**src/rtl/mem_port_arbiter_if.sv**
```systemverilog
// Bus bundle between the core-side requesters, the shared memory and mem_port_arbiter.
// slave = arbiter view, master = environment (core requesters plus memory) view.
interface mem_port_arbiter_if #(
  parameter int AW = 32,
  parameter int DW = 32
);
  logic          i_req;
  logic [AW-1:0] i_addr;
  logic          i_done;
  logic [DW-1:0] i_rdata;

  logic          d_req;
  logic          d_we;
  logic [AW-1:0] d_addr;
  logic [DW-1:0] d_wdata;
  logic          d_done;
  logic [DW-1:0] d_rdata;

  logic          m_req;
  logic          m_we;
  logic [AW-1:0] m_addr;
  logic [DW-1:0] m_wdata;
  logic          m_ack;
  logic [DW-1:0] m_rdata;

  logic          busy;

  modport slave (
    input  i_req, i_addr, d_req, d_we, d_addr, d_wdata, m_ack, m_rdata,
    output i_done, i_rdata, d_done, d_rdata, m_req, m_we, m_addr, m_wdata, busy
  );

  modport master (
    output i_req, i_addr, d_req, d_we, d_addr, d_wdata, m_ack, m_rdata,
    input  i_done, i_rdata, d_done, d_rdata, m_req, m_we, m_addr, m_wdata, busy
  );
endinterface

```
**src/rtl/mem_port_arbiter.sv**
```systemverilog
// Serialises instruction-fetch and data accesses onto one single-ported memory.
// Define MEM_ARB_RR_EN for round-robin arbitration; default is D priority with an I starvation guard.
module mem_port_arbiter #(
  parameter int AW         = 32,
  parameter int DW         = 32,
  parameter int STARVE_MAX = 4
) (
  input  logic                clk,
  input  logic                reset,
  mem_port_arbiter_if.slave   bus
);

  typedef enum logic [1:0] {
    IDLE   = 2'd0,
    I_BUSY = 2'd1,
    D_BUSY = 2'd2
  } state_t;

  state_t        state;
  logic          grant_i;
  logic          grant_d;
  logic          pick_d;

  logic          m_req_q;
  logic          m_we_q;
  logic [AW-1:0] m_addr_q;
  logic [DW-1:0] m_wdata_q;
  logic          i_done_q;
  logic          d_done_q;
  logic [DW-1:0] i_rdata_q;
  logic [DW-1:0] d_rdata_q;
  logic          busy_q;

  // pick_d only matters when both requesters are pending in IDLE.
  always_comb begin
    grant_d = bus.d_req && (!bus.i_req || pick_d);
    grant_i = bus.i_req && !grant_d;
  end

`ifdef MEM_ARB_RR_EN
  logic rr_last_d;

  assign pick_d = !rr_last_d;

  always_ff @(posedge clk or negedge reset) begin
    if (!reset) begin
      rr_last_d <= 1'b0;
    end else if (state == IDLE && (grant_i || grant_d)) begin
      rr_last_d <= grant_d;
    end
  end
`else
  localparam int CW = $clog2(STARVE_MAX + 1);
  logic [CW-1:0] starve_cnt;

  assign pick_d = (starve_cnt != CW'(STARVE_MAX));

  // Counts D grants that overtook a waiting fetch; saturation forces the next contested grant to I.
  always_ff @(posedge clk or negedge reset) begin
    if (!reset) begin
      starve_cnt <= '0;
    end else if (state == IDLE) begin
      if (grant_i) begin
        starve_cnt <= '0;
      end else if (grant_d && bus.i_req && starve_cnt != CW'(STARVE_MAX)) begin
        starve_cnt <= starve_cnt + 1'b1;
      end
    end
  end
`endif

  // Memory-side outputs are registered at grant time so they depend only on state, never on live requests.
  always_ff @(posedge clk or negedge reset) begin
    if (!reset) begin
      state     <= IDLE;
      m_req_q   <= 1'b0;
      m_we_q    <= 1'b0;
      m_addr_q  <= '0;
      m_wdata_q <= '0;
      i_done_q  <= 1'b0;
      d_done_q  <= 1'b0;
      i_rdata_q <= '0;
      d_rdata_q <= '0;
      busy_q    <= 1'b0;
    end else begin
      i_done_q <= 1'b0;
      d_done_q <= 1'b0;
      case (state)
        IDLE: begin
          if (grant_d) begin
            state     <= D_BUSY;
            busy_q    <= 1'b1;
            m_req_q   <= 1'b1;
            m_we_q    <= bus.d_we;
            m_addr_q  <= bus.d_addr;
            m_wdata_q <= bus.d_wdata;
          end else if (grant_i) begin
            state    <= I_BUSY;
            busy_q   <= 1'b1;
            m_req_q  <= 1'b1;
            m_addr_q <= bus.i_addr;
          end
        end
        I_BUSY: begin
          if (bus.m_ack) begin
            state     <= IDLE;
            busy_q    <= 1'b0;
            m_req_q   <= 1'b0;
            m_addr_q  <= '0;
            i_done_q  <= 1'b1;
            i_rdata_q <= bus.m_rdata;
          end
        end
        D_BUSY: begin
          if (bus.m_ack) begin
            state     <= IDLE;
            busy_q    <= 1'b0;
            m_req_q   <= 1'b0;
            m_we_q    <= 1'b0;
            m_addr_q  <= '0;
            m_wdata_q <= '0;
            d_done_q  <= 1'b1;
            d_rdata_q <= bus.m_rdata;
          end
        end
        default: state <= IDLE;
      endcase
    end
  end

  assign bus.m_req   = m_req_q;
  assign bus.m_we    = m_we_q;
  assign bus.m_addr  = m_addr_q;
  assign bus.m_wdata = m_wdata_q;
  assign bus.i_done  = i_done_q;
  assign bus.d_done  = d_done_q;
  assign bus.i_rdata = i_rdata_q;
  assign bus.d_rdata = d_rdata_q;
  assign bus.busy    = busy_q;

endmodule

```
**src/flat_wrapper.sv**
```systemverilog
// flat-port wrapper written by rule: the top's interface ports become plain ports
module mem_port_arbiter_flat 
#(
  parameter int AW         = 32,
  parameter int DW         = 32,
  parameter int STARVE_MAX = 4
)
  (clk, reset, bus_i_req, bus_i_addr, bus_d_req, bus_d_we, bus_d_addr, bus_d_wdata, bus_m_ack, bus_m_rdata, bus_i_done, bus_i_rdata, bus_d_done, bus_d_rdata, bus_m_req, bus_m_we, bus_m_addr, bus_m_wdata, bus_busy);
  mem_port_arbiter_if #(.AW(AW), .DW(DW)) bus_i ();
  input  logic clk;
  input  logic reset;
  input wire logic [$bits(bus_i.i_req)-1:0] bus_i_req;
  input wire logic [$bits(bus_i.i_addr)-1:0] bus_i_addr;
  input wire logic [$bits(bus_i.d_req)-1:0] bus_d_req;
  input wire logic [$bits(bus_i.d_we)-1:0] bus_d_we;
  input wire logic [$bits(bus_i.d_addr)-1:0] bus_d_addr;
  input wire logic [$bits(bus_i.d_wdata)-1:0] bus_d_wdata;
  input wire logic [$bits(bus_i.m_ack)-1:0] bus_m_ack;
  input wire logic [$bits(bus_i.m_rdata)-1:0] bus_m_rdata;
  output wire logic [$bits(bus_i.i_done)-1:0] bus_i_done;
  output wire logic [$bits(bus_i.i_rdata)-1:0] bus_i_rdata;
  output wire logic [$bits(bus_i.d_done)-1:0] bus_d_done;
  output wire logic [$bits(bus_i.d_rdata)-1:0] bus_d_rdata;
  output wire logic [$bits(bus_i.m_req)-1:0] bus_m_req;
  output wire logic [$bits(bus_i.m_we)-1:0] bus_m_we;
  output wire logic [$bits(bus_i.m_addr)-1:0] bus_m_addr;
  output wire logic [$bits(bus_i.m_wdata)-1:0] bus_m_wdata;
  output wire logic [$bits(bus_i.busy)-1:0] bus_busy;
  assign bus_i.i_req = bus_i_req;
  assign bus_i.i_addr = bus_i_addr;
  assign bus_i.d_req = bus_d_req;
  assign bus_i.d_we = bus_d_we;
  assign bus_i.d_addr = bus_d_addr;
  assign bus_i.d_wdata = bus_d_wdata;
  assign bus_i.m_ack = bus_m_ack;
  assign bus_i.m_rdata = bus_m_rdata;
  assign bus_i_done = bus_i.i_done;
  assign bus_i_rdata = bus_i.i_rdata;
  assign bus_d_done = bus_i.d_done;
  assign bus_d_rdata = bus_i.d_rdata;
  assign bus_m_req = bus_i.m_req;
  assign bus_m_we = bus_i.m_we;
  assign bus_m_addr = bus_i.m_addr;
  assign bus_m_wdata = bus_i.m_wdata;
  assign bus_busy = bus_i.busy;
  mem_port_arbiter #(.AW(AW), .DW(DW), .STARVE_MAX(STARVE_MAX)) u_core (.clk(clk), .reset(reset), .bus(bus_i));
endmodule
```
**config.mk**
```make
export PLATFORM = sky130hd
export DESIGN_NAME = mem_port_arbiter_flat
export DESIGN_NICKNAME = d
export VERILOG_FILES = /design/src/rtl/mem_port_arbiter_if.sv /design/src/rtl/mem_port_arbiter.sv /design/src/flat_wrapper.sv
export SDC_FILE = /design/constraint.sdc
export NUM_CORES = 1
export LEC_CHECK = 0
export ABC_AREA = 1
export CORE_UTILIZATION = 45
export CTS_CLUSTER_DIAMETER = 120
export DETAILED_ROUTE_END_ITERATION = 10
export GPL_TIMING_DRIVEN = 0
export PLACE_DENSITY = 0.85
export SLEW_MARGIN = 25
export SYNTH_ARGS = -nofsm -noshare
export SYNTH_HDL_FRONTEND = slang
export SYNTH_SLANG_ARGS = --single-unit
```
**constraint.sdc**
```tcl
create_clock -name clk -period 3.97 [get_ports clk]
set_clock_uncertainty 0.05 [all_clocks]
set_input_delay 0.794 -clock clk [delete_from_list [all_inputs] [get_ports clk]]
set_output_delay 0.794 -clock clk [all_outputs]
set_load 0.01 [all_outputs]
```
==> qor.csv, run 1 <==
metric;value;unit
outcome;finished clean;
fmax;433;MHz
layout-drive-gt1-share;10.0;%
cp-end-kind;primary output;
hold_buffers;0;
post-route-drc-count;0;
syn_area_per_cell;8.79;um2
slew_violations;0;
worst_pin_slew;0.540;ns
finalPower;7580;uW
synthTopCellsByArea;dfrtp_1, nand2_1, o21ai_0;
cts_setup_buffers;0;
grt_first_pass_wirelength;29.5;mm
grt-ovfl-total;0;
rsz0062_at_grt;no;
period_needed;2.31;ns
crit_required;3.13;ns
cp-start-kind;register;
synthCells;681;
relSlewSlack;64.0;%
start_util;46.9;%
clock_path_buffers;2;
syn_nets;821;
clock-sinks;137;
vias_per_cell;4.97;
fin_crit_sh;58.1;%
p_per_area;795;mW/mm2
rows;41;
grt_antenna_before_repair;0;
synth.yosys.seq_area_share;57.3;%
drtPass1Iterations;4;
max-vdd-ir-drop;0.000388;V
hold_ws;0.292;ns
synth_top_area_share;57.3;%
cts_buffers;17;
core;0.0128;mm2
synth_area;0.00598;mm2
critPathKind;register to primary output;
hpwlAfterDp;12.7;mm
crit_fanout;3;
postRouteAntennaNets;0;
cts_tree;done;
die_y;117;um
dieArea;0.0138;mm2
via_count;5710;
place_area;0.00888;mm2
port_buffers;265;
layout_common_cells;clkdlybuf4s50_1, nand2_1, dfrtp_1;
crit_arrival;1.46;ns
setup_viol;0;
final_cells;1150;
cts_resized;0;
hold_viol;0;
grt_pass1_vias;5852;
ys_warn_count;0;
cts.root.buffer_cell;clkbuf_16;
area_growth_syn_to_layout;59.4;%
ys_types;22;
synth.largest_area_cell;dfrtp_1;
wl_per_cell;15.4;um
ios;267;
gp_congestion;0.851;
dpl.cell_count;1119;
groute.usage.overall;27.1;%
filler_cell_count;919;
cap_violations;0;
clkSlewWorstSetupHoldPaths;0.06;ns
drtIter0Drc;403;
htreeDepth;4;
grt_max_degree;72;
diodes;0;
final_common_cell;clkdlybuf4s50_1;
leakagePower;0.00461;uW
insertion_delay;0.41;ns
final_area;0.00954;mm2
die_x;117;um
min-delay-path-class;input pin to async pin;
synth-seq-cells;137;
nets;1106;
wirelength;17.7;mm
## kinds of logic after synthesis
group	after synthesis	share of synthesized area (%)
AO/OA/AOI/OAI	101	10.1
XOR/XNOR	1	0.146
adder cells (fa/ha/maj)	6	1.25
buffers and inverters	90	7.17
flip-flops	137	57.3
AND/OR/NAND/NOR	346	24.0
## registers in the layout, indices dropped and copies added, names as in the netlist
signal / count
u_core.bus.busy: 1
u_core.bus.d_done: 1
u_core.bus.d_rdata: 32
u_core.bus.i_done: 1
u_core.bus.i_rdata: 32
u_core.bus.m_addr: 32
u_core.bus.m_wdata: 32
u_core.bus.m_we: 1
u_core.starve_cnt: 3
u_core.state: 2
## Yosys cell counts
library cell,instances
nand2_4,1
buf_1,2
buf_4,5
nand3_2,1
nand2_1,261
clkbuf_1,22
clkinv_1,1
buf_2,7
o21ai_2,27
o21ai_0,71
nand2_2,13
xor2_1,1
ha_1,6
inv_2,2
inv_1,43
buf_6,7
nand3_1,67
nor2_1,2
dfrtp_1,137
nor2_4,1
o21ai_1,3
buf_8,1
## final cells by class
cell class | instances | area, um2 | area share, %
Clock inverter | 9 | 160 | 1.68
Inverter | 46 | 173 | 1.81
Clock buffer | 22 | 494 | 5.18
Multi-Input combinational cell | 454 | 2130 | 22.3
Buffer | 44 | 256 | 2.69
Timing Repair Buffer | 266 | 2690 | 28.1
Tap cell | 172 | 215 | 2.26
Sequential cell | 137 | 3430 | 35.9
## per-layer routing
metal / up-vias / GRT usage [%] / part of all wire [%]
li1: 2724 / - / -
met1: 2685 / 32.5 / 40
met2: 263 / 45.7 / 50
met3: 38 / 7.54 / 7.8
met4: 0 / 11.4 / 2.6
met5: - / 0 / 0
## power by group
part           switching [uW]  total (uW)  leakage, uW  internal [uW]
logic                    1770        3490      0.00256           1720
registers                 350        2370      0.00174           2020
clock network             584        1720     0.000311           1140
## critical path, cell delays in order (launching register included)
cell and delay (ns):
dfrtp_1 0.39, buf_4 0.12, clkdlybuf4s50_1 0.54
## through the flow
| stage | setup TNS [ns] | util [%] | setup slack [ns] |
|---|---|---|---|
| after floorplan | 0 | - | 2.24 |
| after global placement | -449.81 | 69.3 | -3.30 |
| after detailed placement | 0 | 69.6 | 1.49 |
| after CTS | 0 | 74.7 | 1.65 |
| after global routing | 0 | 74.7 | 1.62 |
| final | 0 | 74.7 | 1.66 |
## path summary, 6_finish.rpt
check | startpoint | end | slack (ns) | depth (start not counted)
min reg2reg | u_core.bus.m_addr[31]$_DFFE_PN0P_ | u_core.bus.m_addr[31]$_DFFE_PN0P_ | 0.43 | 2
min | reset | u_core.bus.m_addr[22]$_DFFE_PN0P_ | 0.29 | 1
max | u_core.bus.busy$_DFFE_PN0P_ | bus_m_req | 1.66 | 2
max in group asynchronous | reset | u_core.bus.d_rdata[16]$_DFFE_PN0P_ | 2.86 | 2
min in group clk | u_core.bus.m_addr[31]$_DFFE_PN0P_ | u_core.bus.m_addr[31]$_DFFE_PN0P_ | 0.43 | 2
max reg2reg | u_core.state[0]$_DFFE_PN0P_ | u_core.bus.d_rdata[21]$_DFFE_PN0P_ | 2.13 | 7
Note: power is estimated with default switching activity, not from simulation.
==> run 2: changes to the inputs <==
--- a/config.mk
+++ b/config.mk
@@ -6,11 +6,11 @@
 export NUM_CORES = 1
 export LEC_CHECK = 0
 export ABC_AREA = 1
-export CORE_UTILIZATION = 45
+export CORE_UTILIZATION = 42
 export CTS_CLUSTER_DIAMETER = 120
 export DETAILED_ROUTE_END_ITERATION = 10
 export GPL_TIMING_DRIVEN = 0
-export PLACE_DENSITY = 0.85
+export PLACE_DENSITY = 0.81
 export SLEW_MARGIN = 25
 export SYNTH_ARGS = -nofsm -noshare
 export SYNTH_HDL_FRONTEND = slang
==> constraint.sdc (replaced) <==
create_clock -name clk -period 2.32 [get_ports clk]
set_clock_uncertainty 0.05 [all_clocks]
set_input_delay 0.464 -clock clk [delete_from_list [all_inputs] [get_ports clk]]
set_output_delay 0.464 -clock clk [all_outputs]
set_load 0.01 [all_outputs]
==> run 2 against run 1 <==
Combinational power grew 70%. Register-to-register slack got worse by 1.6 ns. Cell area fell by 0.24%. Routed wire length shrank 5.0%. Cell count increased by 0.87%. Sequential share of layout area up 0.085 points. First-iteration DRC count down 12%. Critical endpoint unchanged.
==> qor.csv, run 2 (synthesis results as in run 1) <==
metric;value;unit
worst_pin_slew;0.487;ns
postRouteAntennaNets;0;
cp-end-kind;primary output;
r2r_start;u_core.state[0]$_DFFE_PN0P_;
slew_violations;0;
crit_fanout;3;
dpl.cell_count;1127;
area_growth_syn_to_layout;59.0;%
grt_first_pass_wirelength;26.8;mm
wirelength;16.8;mm
outcome;finished clean;
die_x;121;um
p_sw_share;36.1;%
final_cells;1160;
start_util;43.1;%
hold_viol;0;
cap_violations;0;
max-vdd-ir-drop;0.000636;V
core;0.0139;mm2
cts_buffers;17;
crit_required;1.81;ns
drtIter0Drc;356;
rows;43;
critPathKind;register to primary output;
nets;1107;
filler_cell_count;1150;
grt-ovfl-total;0;
post-route-drc-count;0;
via_count;5549;
clock_path_buffers;2;
diodes;0;
final_area;0.00952;mm2
place_area;0.00889;mm2
insertion_delay;0.41;ns
rsz0062_at_grt;no;
pwr-share-comb;46.6;%
min-delay-path-class;register to register;
cts_resized;0;
clkSlewWorstSetupHoldPaths;0.06;ns
hold_ws;0.427;ns
htreeDepth;4;
crit_arrival;1.43;ns
cts_tree;done;
final_common_cell;clkdlybuf4s50_1;
cp-start-kind;register;
clock-sinks;137;
groute.usage.overall;23.6;%
hpwlAfterDp;12.5;mm
ios;267;
grt_antenna_before_repair;0;
drtPass1Iterations;4;
fin_crit_sh;83.9;%
p_clk_share;21.8;%
grt_max_degree;79;
vias_per_cell;4.78;
cts.root.buffer_cell;clkbuf_16;
leakagePower;0.00458;uW
internal_power;8130;uW
layout-drive-gt1-share;10.0;%
gp_congestion;0.803;
layout_common_cells;clkdlybuf4s50_1, nand2_1, dfrtp_1;
wl_per_cell;14.5;um
p_seq_share;31.6;%
grt_pass1_vias;5254;
dieArea;0.0147;mm2
die_y;121;um
pre_cts_ws;0.159;ns
setup_viol;0;
relSlewSlack;67.5;%
min_from;u_core.bus.m_wdata[21]$_DFFE_PN0P_;
p_switching;4600;uW
port_buffers;265;
cts_setup_buffers;0;
period_needed;1.95;ns
finalPower;12700;uW
cp-startpoint;u_core.bus.busy$_DFFE_PN0P_;
p_per_area;1340;mW/mm2
fmax;514;MHz
setup_ws;0.373;ns
run 2: path summary, 6_finish.rpt:
check                                                     end  cells after the start  slack [ns]
hold / removal             u_core.bus.m_wdata[21]$_DFFE_PN0P_                      2        0.43
max in group asynchronous   u_core.bus.d_rdata[0]$_DFFE_PN0P_                      3        0.94
setup reg to reg           u_core.bus.d_rdata[10]$_DFFE_PN0P_                      7        0.49
setup / recovery                                    bus_m_req                      2        0.37
hold reg to reg            u_core.bus.m_wdata[21]$_DFFE_PN0P_                      2        0.43
min in group asynchronous  u_core.bus.m_wdata[12]$_DFFE_PN0P_                      2        0.53
run 2: critical path, stage by stage (launching register included):
cell,delay [ns]
dfrtp_1,0.38
buf_4,0.12
clkdlybuf4s50_1,0.53
run 2: metrics by stage:
| stage | utilization, % | TNS (ns) |
|---|---|---|
| 2_1_floorplan | - | 0 |
| 3_3_place_gp | 63.8 | -639.00 |
| 3_5_place_dp | 64.1 | 0 |
| 4_1_cts | 68.6 | 0 |
| 5_1_grt | 68.6 | 0 |
| 6_report | 68.6 | 0 |
run 2: power by group through the flow:
stage                     Combinational, uW  Clock [uW]  Sequential, uW
final                                  5930        2770            4030
after global routing                   6490        2920            4150
after CTS                              6000        2820            4030
after detailed placement               5970           0            4050
after global placement                 5850           0            4030
after floorplan                        2470           0            4490
run 2: layout make-up:
class                      count  area [um2]  share of cell area (%)
clock buffer                  19         443                    4.65
inverter                      46         173                    1.81
buffer                        44         256                    2.70
tap                          180         225                    2.37
sequential                   137        3430                    36.0
clock inverter                13         169                    1.77
timing repair buffer         267        2700                    28.3
multi-input combinational    454        2130                    22.4
run 2: repair_timing:
item	in CTS	in global routing
setup endpoints to repair	0	0
endpoints found under the hold margin	59	0
hold buffers	1	0
run 2: per-layer routing:
layer	GRT usage (%)	up-vias	part of all wire, %
met5	0	-	0
met4	6.87	0	1.3
met3	7.66	18	7.7
met2	38.3	212	48
met1	29.9	2586	43
li1	-	2733	-
